`config.mk`:
```
export PLATFORM = sky130hd
export DESIGN_NAME = pbs_hp_datapath
export DESIGN_NICKNAME = d
export VERILOG_FILES = /design/src/rtl/pbs_hp_datapath.sv
export SDC_FILE = /design/constraint.sdc
export NUM_CORES = 1
export LEC_CHECK = 0
export ABC_AREA = 1
export BUFFER_PORTS_ARGS = -buffer_cell sky130_fd_sc_hd__buf_4
export CORE_MARGIN = 2
export CORE_UTILIZATION = 35
export DETAILED_ROUTE_END_ITERATION = 8
export PLACE_DENSITY = 0.59
export SLEW_MARGIN = 10
export SYNTH_ARGS = -nofsm -noshare
export SYNTH_HDL_FRONTEND = slang
export SYNTH_SLANG_ARGS = --single-unit
```
`constraint.sdc`:
```
create_clock -name clk -period 2.22 [get_ports clk]
set_input_delay 0.111 -clock clk [delete_from_list [all_inputs] [get_ports clk]]
set_output_delay 0.111 -clock clk [all_outputs]
set_load 0.05 [all_outputs]
```
`src/rtl/pbs_hp_datapath.sv`:
```
// HP datapath for the battle engine: holds both HP registers and drains
// move damage one point per DRAIN_TICKS cycles so the HP bar animates.
module pbs_hp_datapath #(
    parameter int HP_W        = 8,
    parameter int POWER_W     = 6,
    parameter int MAX_HP      = 100,
    parameter int DRAIN_TICKS = 4
) (
    input  logic               clk,
    input  logic               reset,
    input  logic               load_ai_hp,
    input  logic               load_p_hp,
    input  logic               apply_ai_damage,
    input  logic               apply_p_damage,
    input  logic               active_trainer,
    input  logic               target,
    input  logic [POWER_W-1:0] p_move_power,
    input  logic [POWER_W-1:0] ai_move_power,
    output logic [HP_W-1:0]    p_hp,
    output logic [HP_W-1:0]    ai_hp,
    output logic               p_fainted,
    output logic               ai_fainted,
    output logic               busy,
    output logic               done,
    output logic               target_err
);

    localparam int TICKS = (DRAIN_TICKS < 1) ? 1 : DRAIN_TICKS;
    localparam int CNT_W = (TICKS > 1) ? $clog2(TICKS) : 1;
    localparam int CMP_W = (HP_W > POWER_W) ? HP_W : POWER_W;

    typedef enum logic [1:0] {
        IDLE,
        CALC,
        DRAIN,
        DONE
    } state_t;

    state_t             state_q;
    state_t             state_d;
    logic               victim_q;
    logic               tgt_q;
    logic [POWER_W-1:0] power_q;
    logic [HP_W-1:0]    rem_q;
    logic [CNT_W-1:0]   cnt_q;
    logic [HP_W-1:0]    p_hp_q;
    logic [HP_W-1:0]    ai_hp_q;

    logic               load;
    logic               apply;
    logic               tick;
    logic [HP_W-1:0]    victim_hp;
    logic [CMP_W-1:0]   power_ext;
    logic [CMP_W-1:0]   hp_ext;
    logic [CMP_W-1:0]   dmg_ext;
    logic [HP_W-1:0]    dmg;

    assign load  = load_ai_hp | load_p_hp;
    assign apply = apply_ai_damage | apply_p_damage;
    assign tick  = (cnt_q == CNT_W'(TICKS - 1));

    // Damage saturates at the victim's current HP so HP never wraps.
    assign victim_hp = victim_q ? ai_hp_q : p_hp_q;
    assign power_ext = CMP_W'(power_q);
    assign hp_ext    = CMP_W'(victim_hp);
    assign dmg_ext   = (power_ext < hp_ext) ? power_ext : hp_ext;
    assign dmg       = HP_W'(dmg_ext);

    always_ff @(posedge clk) begin
        if (reset) begin
            state_q <= IDLE;
        end else begin
            state_q <= state_d;
        end
    end

    always_comb begin
        state_d = state_q;
        if (load) begin
            state_d = IDLE;
        end else begin
            unique case (state_q)
                IDLE: begin
                    if (apply) begin
                        state_d = CALC;
                    end
                end
                CALC: begin
                    state_d = (dmg == '0) ? DONE : DRAIN;
                end
                DRAIN: begin
                    if (tick && rem_q == HP_W'(1)) begin
                        state_d = DONE;
                    end
                end
                DONE: begin
                    state_d = IDLE;
                end
                default: begin
                    state_d = IDLE;
                end
            endcase
        end
    end

    always_ff @(posedge clk) begin
        if (reset) begin
            victim_q <= 1'b0;
            tgt_q    <= 1'b0;
            power_q  <= '0;
            rem_q    <= '0;
            cnt_q    <= '0;
            p_hp_q   <= HP_W'(MAX_HP);
            ai_hp_q  <= HP_W'(MAX_HP);
        end else if (load) begin
            // Loads abort; the other Pokemon keeps its partially drained HP.
            if (load_p_hp) begin
                p_hp_q <= HP_W'(MAX_HP);
            end
            if (load_ai_hp) begin
                ai_hp_q <= HP_W'(MAX_HP);
            end
            rem_q <= '0;
            cnt_q <= '0;
        end else begin
            unique case (state_q)
                IDLE: begin
                    if (apply) begin
                        victim_q <= apply_ai_damage;
                        tgt_q    <= target;
                        power_q  <= active_trainer ? ai_move_power
                                                   : p_move_power;
                    end
                end
                CALC: begin
                    rem_q <= dmg;
                    cnt_q <= '0;
                end
                DRAIN: begin
                    if (tick) begin
                        cnt_q <= '0;
                        rem_q <= rem_q - HP_W'(1);
                        if (victim_q) begin
                            ai_hp_q <= ai_hp_q - HP_W'(1);
                        end else begin
                            p_hp_q <= p_hp_q - HP_W'(1);
                        end
                    end else begin
                        cnt_q <= cnt_q + CNT_W'(1);
                    end
                end
                DONE: begin
                    cnt_q <= '0;
                end
                default: begin
                    cnt_q <= '0;
                end
            endcase
        end
    end

    assign p_hp       = p_hp_q;
    assign ai_hp      = ai_hp_q;
    assign p_fainted  = (p_hp_q == '0);
    assign ai_fainted = (ai_hp_q == '0);
    assign busy       = (state_q != IDLE);
    assign done       = (state_q == DONE);
    assign target_err = (state_q == CALC) && (tgt_q != victim_q);

endmodule

```
==> results of run 1 <==
logic make-up (layout without fill, tap and decap cells):
family	after synthesis	after routing	synth area share, %
AOI/OAI and AO/OA	67	67	17.50
xor gates and xnor gates	7	7	2.706
adders and majority gates	17	17	9.387
buffers and inverters	59	115	10.33
DFF	36	36	31.81
muxes	1	1	0.4969
and+or+nand+nor	140	140	27.77
through the flow:
step                      area, µm²  setup TNS [ps]  worst slack, ps  utilization [%]
after global placement         2679               0            52.24            42.43
after floorplan                2273               0            41.30                -
final                          2997               0            113.7            47.46
after CTS                      2786               0            5.085            44.13
after detailed placement       2679               0            31.22            42.43
after global routing           2997          -28.69           -28.69            47.46
registers in the layout, indices dropped and copies added (netlist names):
name / cells
p_hp: 8
cnt_q: 2
state_q: 2
rem_q: 8
victim_q: 1
tgt_q: 1
ai_hp: 8
power_q: 6
area by class of cell:
class	count	area share, %
tap	77	3.215
timing repair buffer	55	14.45
inverter	52	6.597
clock inverter	2	1.169
sequential	36	24.38
multi-input combinational	232	47.77
clock buffer	6	2.422
how the worst min path moves through the flow:
stage          cells past startpoint  slack (ps)   start                 endpoint
6_report                           3          80  target       tgt_q$_SDFFE_PP0P_
5_1_grt                            3         100  target       tgt_q$_SDFFE_PP0P_
4_1_cts                            3          80  target       tgt_q$_SDFFE_PP0P_
3_5_place_dp                       3         390  target       tgt_q$_SDFFE_PP0P_
3_3_place_gp                       3         390  target       tgt_q$_SDFFE_PP0P_
2_1_floorplan                      1         190   reset  power_q[5]$_SDFFE_PP0P_
timing repair:
item | in CTS | in global routing
buffers inserted | 0 | 9
endpoints found under the setup margin | 0 | 7
resized for setup | 0 | 40
routing by layer:
layer	track usage [%]	up-vias
li1	-	1184
met1	21.13	1021
met2	25.69	47
met3	3.736	12
met4	5.916	0
met5	0	-
report_power, final:
group	total [mW]	switching (mW)	internal (mW)
combinational	0.229	0.135	0.0934
sequential	0.672	0.0135	0.659
clock	0.580	0.246	0.333
synthesized netlist by cell type (3+ instances only):
master / number / area share (%)
o21ai_0: 23 / 5.1
dfxtp_1: 36 / 32
a21oi_1: 21 / 4.6
clkbuf_1: 4 / 0.66
xnor2_1: 3 / 1.2
xor2_1: 4 / 1.5
nand3_1: 21 / 4.6
ha_1: 17 / 9.4
nand2_2: 5 / 1.4
inv_1: 48 / 8.0
nor3_1: 6 / 1.3
nor2_1: 31 / 5.1
o21ai_1: 3 / 0.66
nand2_1: 63 / 10
a211oi_1: 11 / 3.6
worst register-to-register path: stages (launching register included):
cell	delay (ps)
dfxtp_4	380
buf_6	140
nand2_1	60
o21ai_1	110
ha_1	310
nand2_1	80
nor2_4	140
nand2_4	110
nand2_8	130
nand2_2	60
nand2_2	90
nand2_2	60
nor2_2	90
nand2_1	50
nand2_1	50
nand2_1	60
a21oi_2	120
==> out/qor.csv, run 1 <==
stage,metric,value,unit
floorplan,die_h,84.46,µm
cts,cts_buffer_depth,2,
cts,clockRootBuffer,clkbuf_8,
cells_and_area,final_layout_size_suffix_gt1_share,27.94,%
sta,max_slew_margin,67.04,%
setup_path,r2r_end,state_q[0]$_SDFFE_PP0P_,
setup_path,critPathLaunch,victim_q$_SDFFE_PP0P_,
placement,dp_hpwl,4209,µm
sta,fmax,474.8,MHz
placement,port-buffer-count,40,
sta,drv_slew,0,
job,cap_violations,0,
sta,fin_crit,2106,ps
floorplan,start_util,35.89,%
setup_path,cp_common_cell,nand2_1,
synth,yosysWarnings,0,
power,vdd_ir_drop_max,0.2502,mV
sta,fin_crit_sh,94.88,%
sta,finalSetupViolCount,0,
setup_path,r2r-start,victim_q$_SDFFE_PP0P_,
synth,synthArstFlopShare,0,%
cts,cts_hold_buf,0,
drt,dr.pass1.iters,4,
sta,fin_skew,3.694,ps
floorplan,die_area,0.007133,mm²
setup_path,crit_buf_inv,1,
floorplan,row_count,29,
placement,gp_congestion,0.8423,
setup_path,endpoint,state_q[0]$_SDFFE_PP0P_,
power,power,1.481,mW
cells_and_area,final_nets,419,
hold_path,hold_class,in2reg,
cells_and_area,seqCellArea,730.7,µm²
global_route,grt_use_total,16.04,%
cells_and_area,diodes,0,
synth,ys_ff_latch,36,
setup_path,crit_slowest_cell,dfxtp_4,
setup_path,path_depth,16,
synth,syn_inst,327,
synth,ys_seq_area_share,31.81,%
setup_path,cp_max_fo,7,
setup_path,cp_slowest_stage_delay,380,ps
drt,wl_per_cell,12.20,µm
synth,synth_edf_count,0,
floorplan,ios,41,
synth,ys_types,37,
drt,vias,2264,
outcome,status,finished clean,
sta,hold_viol_final,0,
drt,route.top_layer_used,met4,
cells_and_area,multi_input_area,0.001431,mm²
setup_path,crit_chain,buf_6 > nand2_1 > o21ai_1 > ha_1 > nand2_1 > nor2_4 > nand2_4 > nand2_8 > nand2_2 > nand2_2 > nand2_2 > nor2_2 > nand2_1 > nand2_1 > nand2_1 > a21oi_2,
drt,ant_nets,0,
setup_path,critPathArrivalTime,2330,ps
cts,htreeDepth,2,
synth,syn-cell-area,0.002266,mm²
drt,viasPerCell,4.922,
global_route,gr-total-overflow,0,
cts,path_clk_slew,70,ps
global_route,first_global_vias,2016,
cts,clk-insertion-delay-late,290,ps
cts,numCtsBuffers,5,
cells_and_area,layout_commonest_cell,buf_4,
drt,dr_wl_met3,191,µm
floorplan,core-area,0.006314,mm²
placement,dp_cells,443,
sta,tightest_slew,492.6,ps
setup_path,worstPathRequired,2450,ps
setup_path,crit_type,reg2reg,
power,p_leak,1.367,nW
drt,first_iter_violations,133,
synth,synth_ff_type,dfxtp_1,
setup_path,r2r_cells,16,
cells_and_area,finalNonFillerCells,460,
cells_and_area,area_growth,32.25,%
cells_and_area,fillers,646,
cells_and_area,final_cell_mix,"52 x buf_4, 51 x nand2_1, 48 x inv_1, 32 x dfxtp_1, 30 x nor2_1",
global_route,grt_max_degree,15,
setup_path,start_kind,flop,
sta,whs,83.48,ps
global_route,antenna_found_initial,0,
floorplan,fp.dieW,84.46,µm
setup_path,end_kind,flop,
cts,cts.sinks,36,
synth,syn_nets,364,
drt,met1Wirelength,2665,µm
power,powerDensity,494.2,mW/mm²
setup_path,rrSetupSlack,110,ps
cts,tritoncts,yes,
drt,wl_met2,2637,µm
sta,rsz0062_at_grt,true,
setup_path,critPathTopFamily,simple AND/OR/NAND/NOR gates,
synth,syn_area_per_cell,6.929,µm²
drt,routed_wl,5611,µm
drt,drc,0,
global_route,grt_pass1_wl,9301,µm
No activity file was read; power rests on OpenSTA's default activity.
==> run 2, diff against run 1 <==
CORE_ASPECT_RATIO = 0.8   (was not set)
==> run 2 against run 1 <==
Largest cell class unchanged. Utilization decreased by 0.16 points. Worst hold slack got worse by 3.9 ps. Critical path depth decreased by 1. Power decreased by 5.1%. Die area about the same. Clock skew about the same. Wire length about the same. Cell area decreased by 0.38%. Critical path type unchanged. Global-route usage increased by 0.33 points. Sequential power about the same.
==> out/qor.csv, run 2 (synthesis gave the netlist of run 1 again) <==
stage,metric,value,unit,change
sta,fmax,472.6,MHz,-0.46%
hold_path,hold_class,in2reg,,
sta,drv_slew,0,,unchanged
setup_path,start_kind,flop,,
placement,port-buffer-count,40,,unchanged
floorplan,row_count,26,,-10%
global_route,antenna_found_initial,0,,unchanged
power,powerDensity,470.8,mW/mm²,-4.7%
setup_path,end_kind,flop,,
sta,max_slew_margin,65.80,%,-1.2 points
cells_and_area,final_cell_mix,"57 x nand2_1, 53 x buf_4, 48 x inv_1, 32 x dfxtp_1, 31 x nor2_1",,
drt,vias,2218,,-2.0%
setup_path,cp_common_cell,nand2_1,,
cells_and_area,diodes,0,,unchanged
floorplan,ios,41,,unchanged
sta,finalSetupViolCount,0,,unchanged
floorplan,fp.dieW,93.96,µm,+11%
setup_path,cp_max_fo,7,,unchanged
cells_and_area,final_nets,421,,+0.48%
drt,routed_wl,5609,µm,about the same
sta,hold_viol_final,0,,unchanged
global_route,grt_max_degree,15,,unchanged
floorplan,start_util,35.90,%,about the same
cells_and_area,area_growth,31.75,%,
global_route,gr-total-overflow,0,,unchanged
setup_path,crit_slowest_cell,dfxtp_4,,
floorplan,die_h,75.97,µm,-10%
cts,numCtsBuffers,5,,unchanged
drt,first_iter_violations,104,,-22%
drt,dr.pass1.iters,4,,unchanged
drt,wl_per_cell,11.96,µm,-2.0%
cts,tritoncts,yes,,
cts,clockRootBuffer,clkbuf_8,,
cells_and_area,final_util,47.30,%,-0.16 points
setup_path,crit_chain,buf_6 > nand2_1 > o21ai_2 > ha_1 > nand2_1 > inv_1 > o211ai_4 > buf_4 > nand2_8 > nand2_1 > nand2_2 > buf_4 > o21ai_0 > o21bai_1 > inv_1,,
floorplan,die_area,0.007138,mm²,about the same
drt,viasPerCell,4.729,,-3.9%
cells_and_area,layout_commonest_cell,nand2_1,,
sta,fin_crit_sh,95.32,%,+0.44 points
outcome,status,finished clean,,
sta,tightest_slew,506.3,ps,+13.78 ps
power,vdd_ir_drop_max,0.1783,mV,-29%
drt,ant_nets,0,,unchanged
power,power,1.406,mW,-5.1%
sta,fin_skew,3.848,ps,+0.1539 ps
global_route,grt_pass1_wl,9418,µm,+1.3%
setup_path,crit_type,reg2reg,,
global_route,grt_use_total,16.38,%,+0.33 points
setup_path,rrSetupSlack,100,ps,about the same
placement,gp_congestion,0.9369,,+11%
cells_and_area,final_layout_size_suffix_gt1_share,26.75,%,-1.2 points
power,p_leak,1.370,nW,+0.19%
global_route,first_global_vias,2074,,+2.9%
cts,clk-insertion-delay-late,290,ps,about the same
setup_path,worstPathRequired,2460,ps,about the same
cts,cts.sinks,36,,unchanged
drt,drc,0,,unchanged
floorplan,core-area,0.006311,mm²,about the same
cts,htreeDepth,2,,unchanged
cts,path_clk_slew,70,ps,about the same
cts,cts_buffer_depth,2,,unchanged
setup_path,cp_slowest_stage_delay,370,ps,about the same
job,cap_violations,0,,unchanged
sta,fin_crit,2116,ps,+9.782 ps
placement,dp_hpwl,4324,µm,+2.7%
setup_path,critPathArrivalTime,2360,ps,+30 ps
[run 2: cell count changes in the layout (fill, tap and decap cells not counted), moves of 2 or more]
cell / delta
nand2_1: +6
nand2_4: -4
nand2_2: -2
o21ai_1: -2
o21ai_2: +2
[run 2: power by group]
group / internal, mW / total [mW] / leakage (nW) / switching, mW
clock: 0.253 / 0.497 / 0.0455 / 0.243
combinational: 0.0984 / 0.235 / 1.03 / 0.137
sequential: 0.660 / 0.674 / 0.293 / 0.0137
total: 1.01 / 1.41 / 1.37 / 0.394
[run 2: per-stage QoR]
stage / area (µm²) / hold WS (ps) / cells / setup slack, ps / TNS [ps]
global placement: 2710 / 378.1 / 453 / 42.15 / 0
CTS: 2800 / 71.22 / 461 / 85.97 / 0
floorplan: 2273 / 189.5 / 327 / 41.30 / 0
detailed placement: 2710 / 383.5 / 453 / 17.46 / 0
global route: 2985 / 116.8 / 469 / -33.68 / -41.12
finish: 2985 / 79.63 / 469 / 103.9 / 0
[run 2: worst paths after layout]
path	start	endpoint	cells past startpoint
hold / removal	target	tgt_q$_SDFFE_PP0P_	3
hold reg to reg	cnt_q[1]$_SDFFE_PP0P_	cnt_q[1]$_SDFFE_PP0P_	2
setup / recovery	victim_q$_SDFFE_PP0P_	rem_q[2]$_SDFFE_PP0P_	15
setup reg to reg	victim_q$_SDFFE_PP0P_	rem_q[2]$_SDFFE_PP0P_	15
[run 2: per-layer routing]
metal | vias to the layer above | routed length (µm) | track usage, %
met1 | 982 | 2882 | 24.01
met5 | - | 0 | 0
met2 | 42 | 2416 | 23.57
li1 | 1183 | - | -
met3 | 11 | 206 | 3.181
met4 | 0 | 103 | 6.232
[run 2: repair_timing]
item / CTS / global route
pin swaps: 0 / 11
hold buffers: 0 / 0
buffers inserted: 0 / 7
gates cloned: 0 / 1
setup endpoints to repair: 1 / 4
hold endpoints to repair: 0 / 0
gates resized for setup: 1 / 30
[run 2: critical path, delay by kind of cell (launching register included)]
kind	cells	cell delay, ps
and+or+nand+nor	5	350
adders and majority gates	1	310
AOI/OAI and AO/OA	4	490
DFF	1	370
buffers and inverters	5	550
[run 2: layout make-up]
| cell class | instances | area [µm²] |
|---|---|---|
| clock buffer | 8 | 90.09 |
| fill | 652 | 3326 |
| inverter | 52 | 197.7 |
| multi-input combinational | 232 | 1404 |
| sequential | 36 | 728.2 |
| tap | 84 | 105.1 |
| timing repair buffer | 57 | 460.4 |
==> run 3, diff against run 2 <==
RECOVER_POWER = 25   (was not set)
==> run 3 against run 2 <==
Flip-flop and latch count unchanged. Largest power group unchanged. Cell count unchanged. Non-clock buffer count unchanged. Sequential share of layout area up 0.41 points. Cell area down 1.6%. Global-route usage unchanged. Via count up 0.41%.
==> out/qor.csv, run 3 (synthesis gave the netlist of run 1 again) <==
stage,metric,value,unit,change
sta,hold_viol_final,0,,unchanged
outcome,status,finished clean,,
sta,fin_skew,6.707,ps,+2.859 ps
setup_path,start_kind,flop,,
cts,clk-insertion-delay-late,290,ps,about the same
global_route,use_met1,24.01,%,unchanged
global_route,use_met2,23.57,%,unchanged
global_route,antenna_found_initial,0,,unchanged
cts,cts.sinks,36,,unchanged
placement,port-buffer-count,40,,unchanged
global_route,grt_use_total,16.38,%,unchanged
cts,numCtsBuffers,5,,unchanged
cells_and_area,layout_commonest_cell,nand2_1,,
cells_and_area,final_cell_mix,"57 x nand2_1, 48 x inv_1, 40 x buf_4, 32 x dfxtp_1, 31 x nor2_1",,
sta,drv_slew,0,,unchanged
hold_path,hold_class,in2reg,,
drt,drc,0,,unchanged
cells_and_area,area_growth,29.60,%,
sta,fin_crit,2118,ps,+2.112 ps
setup_path,critPathTopFamily,buffers and inverters,,
floorplan,die_area,0.007138,mm²,unchanged
power,powerDensity,478.3,mW/mm²,+1.6%
floorplan,row_count,26,,unchanged
power,power,1.404,mW,about the same
setup_path,crit_buf_inv,5,,unchanged
cells_and_area,final_nets,421,,unchanged
sta,finalSetupViolCount,0,,unchanged
cts,path_clk_slew,80,ps,about the same
setup_path,cp_slowest_stage_delay,370,ps,about the same
drt,dr.pass1.iters,4,,unchanged
drt,routed_wl,5628,µm,+0.34%
cells_and_area,fillers,664,,+1.8%
sta,fmax,472.1,MHz,about the same
setup_path,worstPathRequired,2470,ps,about the same
cts,tritoncts,yes,,
drt,ant_nets,0,,unchanged
power,p_leak,1.319,nW,-3.7%
drt,first_iter_violations,107,,+2.9%
global_route,grt_pass1_wl,9418,µm,unchanged
setup_path,crit_type,reg2reg,,
drt,wl_per_cell,12.00,µm,+0.34%
floorplan,fp.dieW,93.96,µm,unchanged
global_route,grt_max_degree,15,,unchanged
cts,clockRootBuffer,clkbuf_8,,
global_route,first_global_vias,2074,,unchanged
setup_path,end_kind,flop,,
setup_path,crit_slowest_cell,dfxtp_4,,
power,vdd_ir_drop_max,0.1781,mV,about the same
global_route,grt.busiest_layer,met1,,
cells_and_area,diodes,0,,unchanged
global_route,gr-total-overflow,0,,unchanged
cells_and_area,final_layout_size_suffix_gt1_share,23.38,%,-3.4 points
sta,max_slew_margin,58.61,%,-7.2 points
sta,tightest_slew,623.5,ps,+117.1 ps
job,cap_violations,0,,unchanged
cells_and_area,fin_area,0.002937,mm²,-1.6%
placement,dpl-instance-area,0.002710,mm²,unchanged
floorplan,start_util,35.90,%,unchanged
cts,cts_hold_buf,0,,unchanged
placement,dp_hpwl,4324,µm,unchanged
cts,cts_buffer_depth,2,,unchanged
floorplan,die_h,75.97,µm,unchanged
floorplan,ios,41,,unchanged
drt,vias,2227,,+0.41%
floorplan,core-area,0.006311,mm²,unchanged
setup_path,crit_chain,buf_6 > nand2_1 > o21ai_2 > ha_1 > nand2_1 > inv_1 > o211ai_4 > buf_4 > nand2_8 > nand2_1 > nand2_2 > buf_4 > o21ai_0 > o21bai_1 > inv_1,,
setup_path,cp_max_fo,7,,unchanged
drt,viasPerCell,4.748,,+0.41%
setup_path,critPathArrivalTime,2360,ps,about the same
cts,htreeDepth,2,,unchanged
setup_path,cp_common_cell,nand2_1,,
cells_and_area,final_util,46.53,%,-0.77 points
placement,gp_congestion,0.9369,,unchanged
global_route,grt_util_met3,3.181,%,unchanged
sta,fin_crit_sh,95.41,%,about the same
run 3: timing repair:
item                                    CTS  global route
resized for setup                         1            30
setup buffers                             0             7
pin swaps                                 0            11
endpoints found under the setup margin    1             4
cloned                                    0             1
run 3: worst paths after layout:
| check | start | to | slack [ps] | cells after the start |
|---|---|---|---|---|
| setup / recovery | victim_q$_SDFFE_PP0P_ | rem_q[2]$_SDFFE_PP0P_ | 100 | 15 |
| hold / removal | target | tgt_q$_SDFFE_PP0P_ | 80 | 3 |
| setup reg to reg | victim_q$_SDFFE_PP0P_ | rem_q[2]$_SDFFE_PP0P_ | 100 | 15 |
| hold reg to reg | cnt_q[1]$_SDFFE_PP0P_ | cnt_q[1]$_SDFFE_PP0P_ | 460 | 2 |
run 3: layer usage:
metal,share of wire (%),up-vias
li1,-,1186
met1,51,987
met2,43,43
met3,3.9,11
met4,1.8,0
met5,0,-
run 3: stage by stage:
step                setup WS, ps  std cells  hold slack (ps)  setup TNS (ps)
global placement           42.15        453            378.1               0
finish                     101.8        469            80.17               0
detailed placement         17.46        453            383.5               0
floorplan                  41.30        327            189.5               0
CTS                        85.97        461            71.22               0
global route              -33.68        469            116.8          -41.12
run 3: final cells by class:
class	instances	area (µm²)	share of cell area, %
flip-flops and latches	36	728.2	24.80
clock buffers	8	90.09	3.068
multi-input cells	232	1404	47.81
repair buffers	57	411.6	14.02
inverters	52	197.7	6.732
well taps	84	105.1	3.579
run 3: worst min-delay path, stage by stage:
cell	delay, ps
buf_4	110
nand2_1	50
a21oi_1	60
run 3: power by group:
group | internal, mW | leakage, nW | switching, mW
Sequential | 0.660 | 0.293 | 0.0136
Combinational | 0.0966 | 0.981 | 0.137
Clock | 0.253 | 0.0455 | 0.244
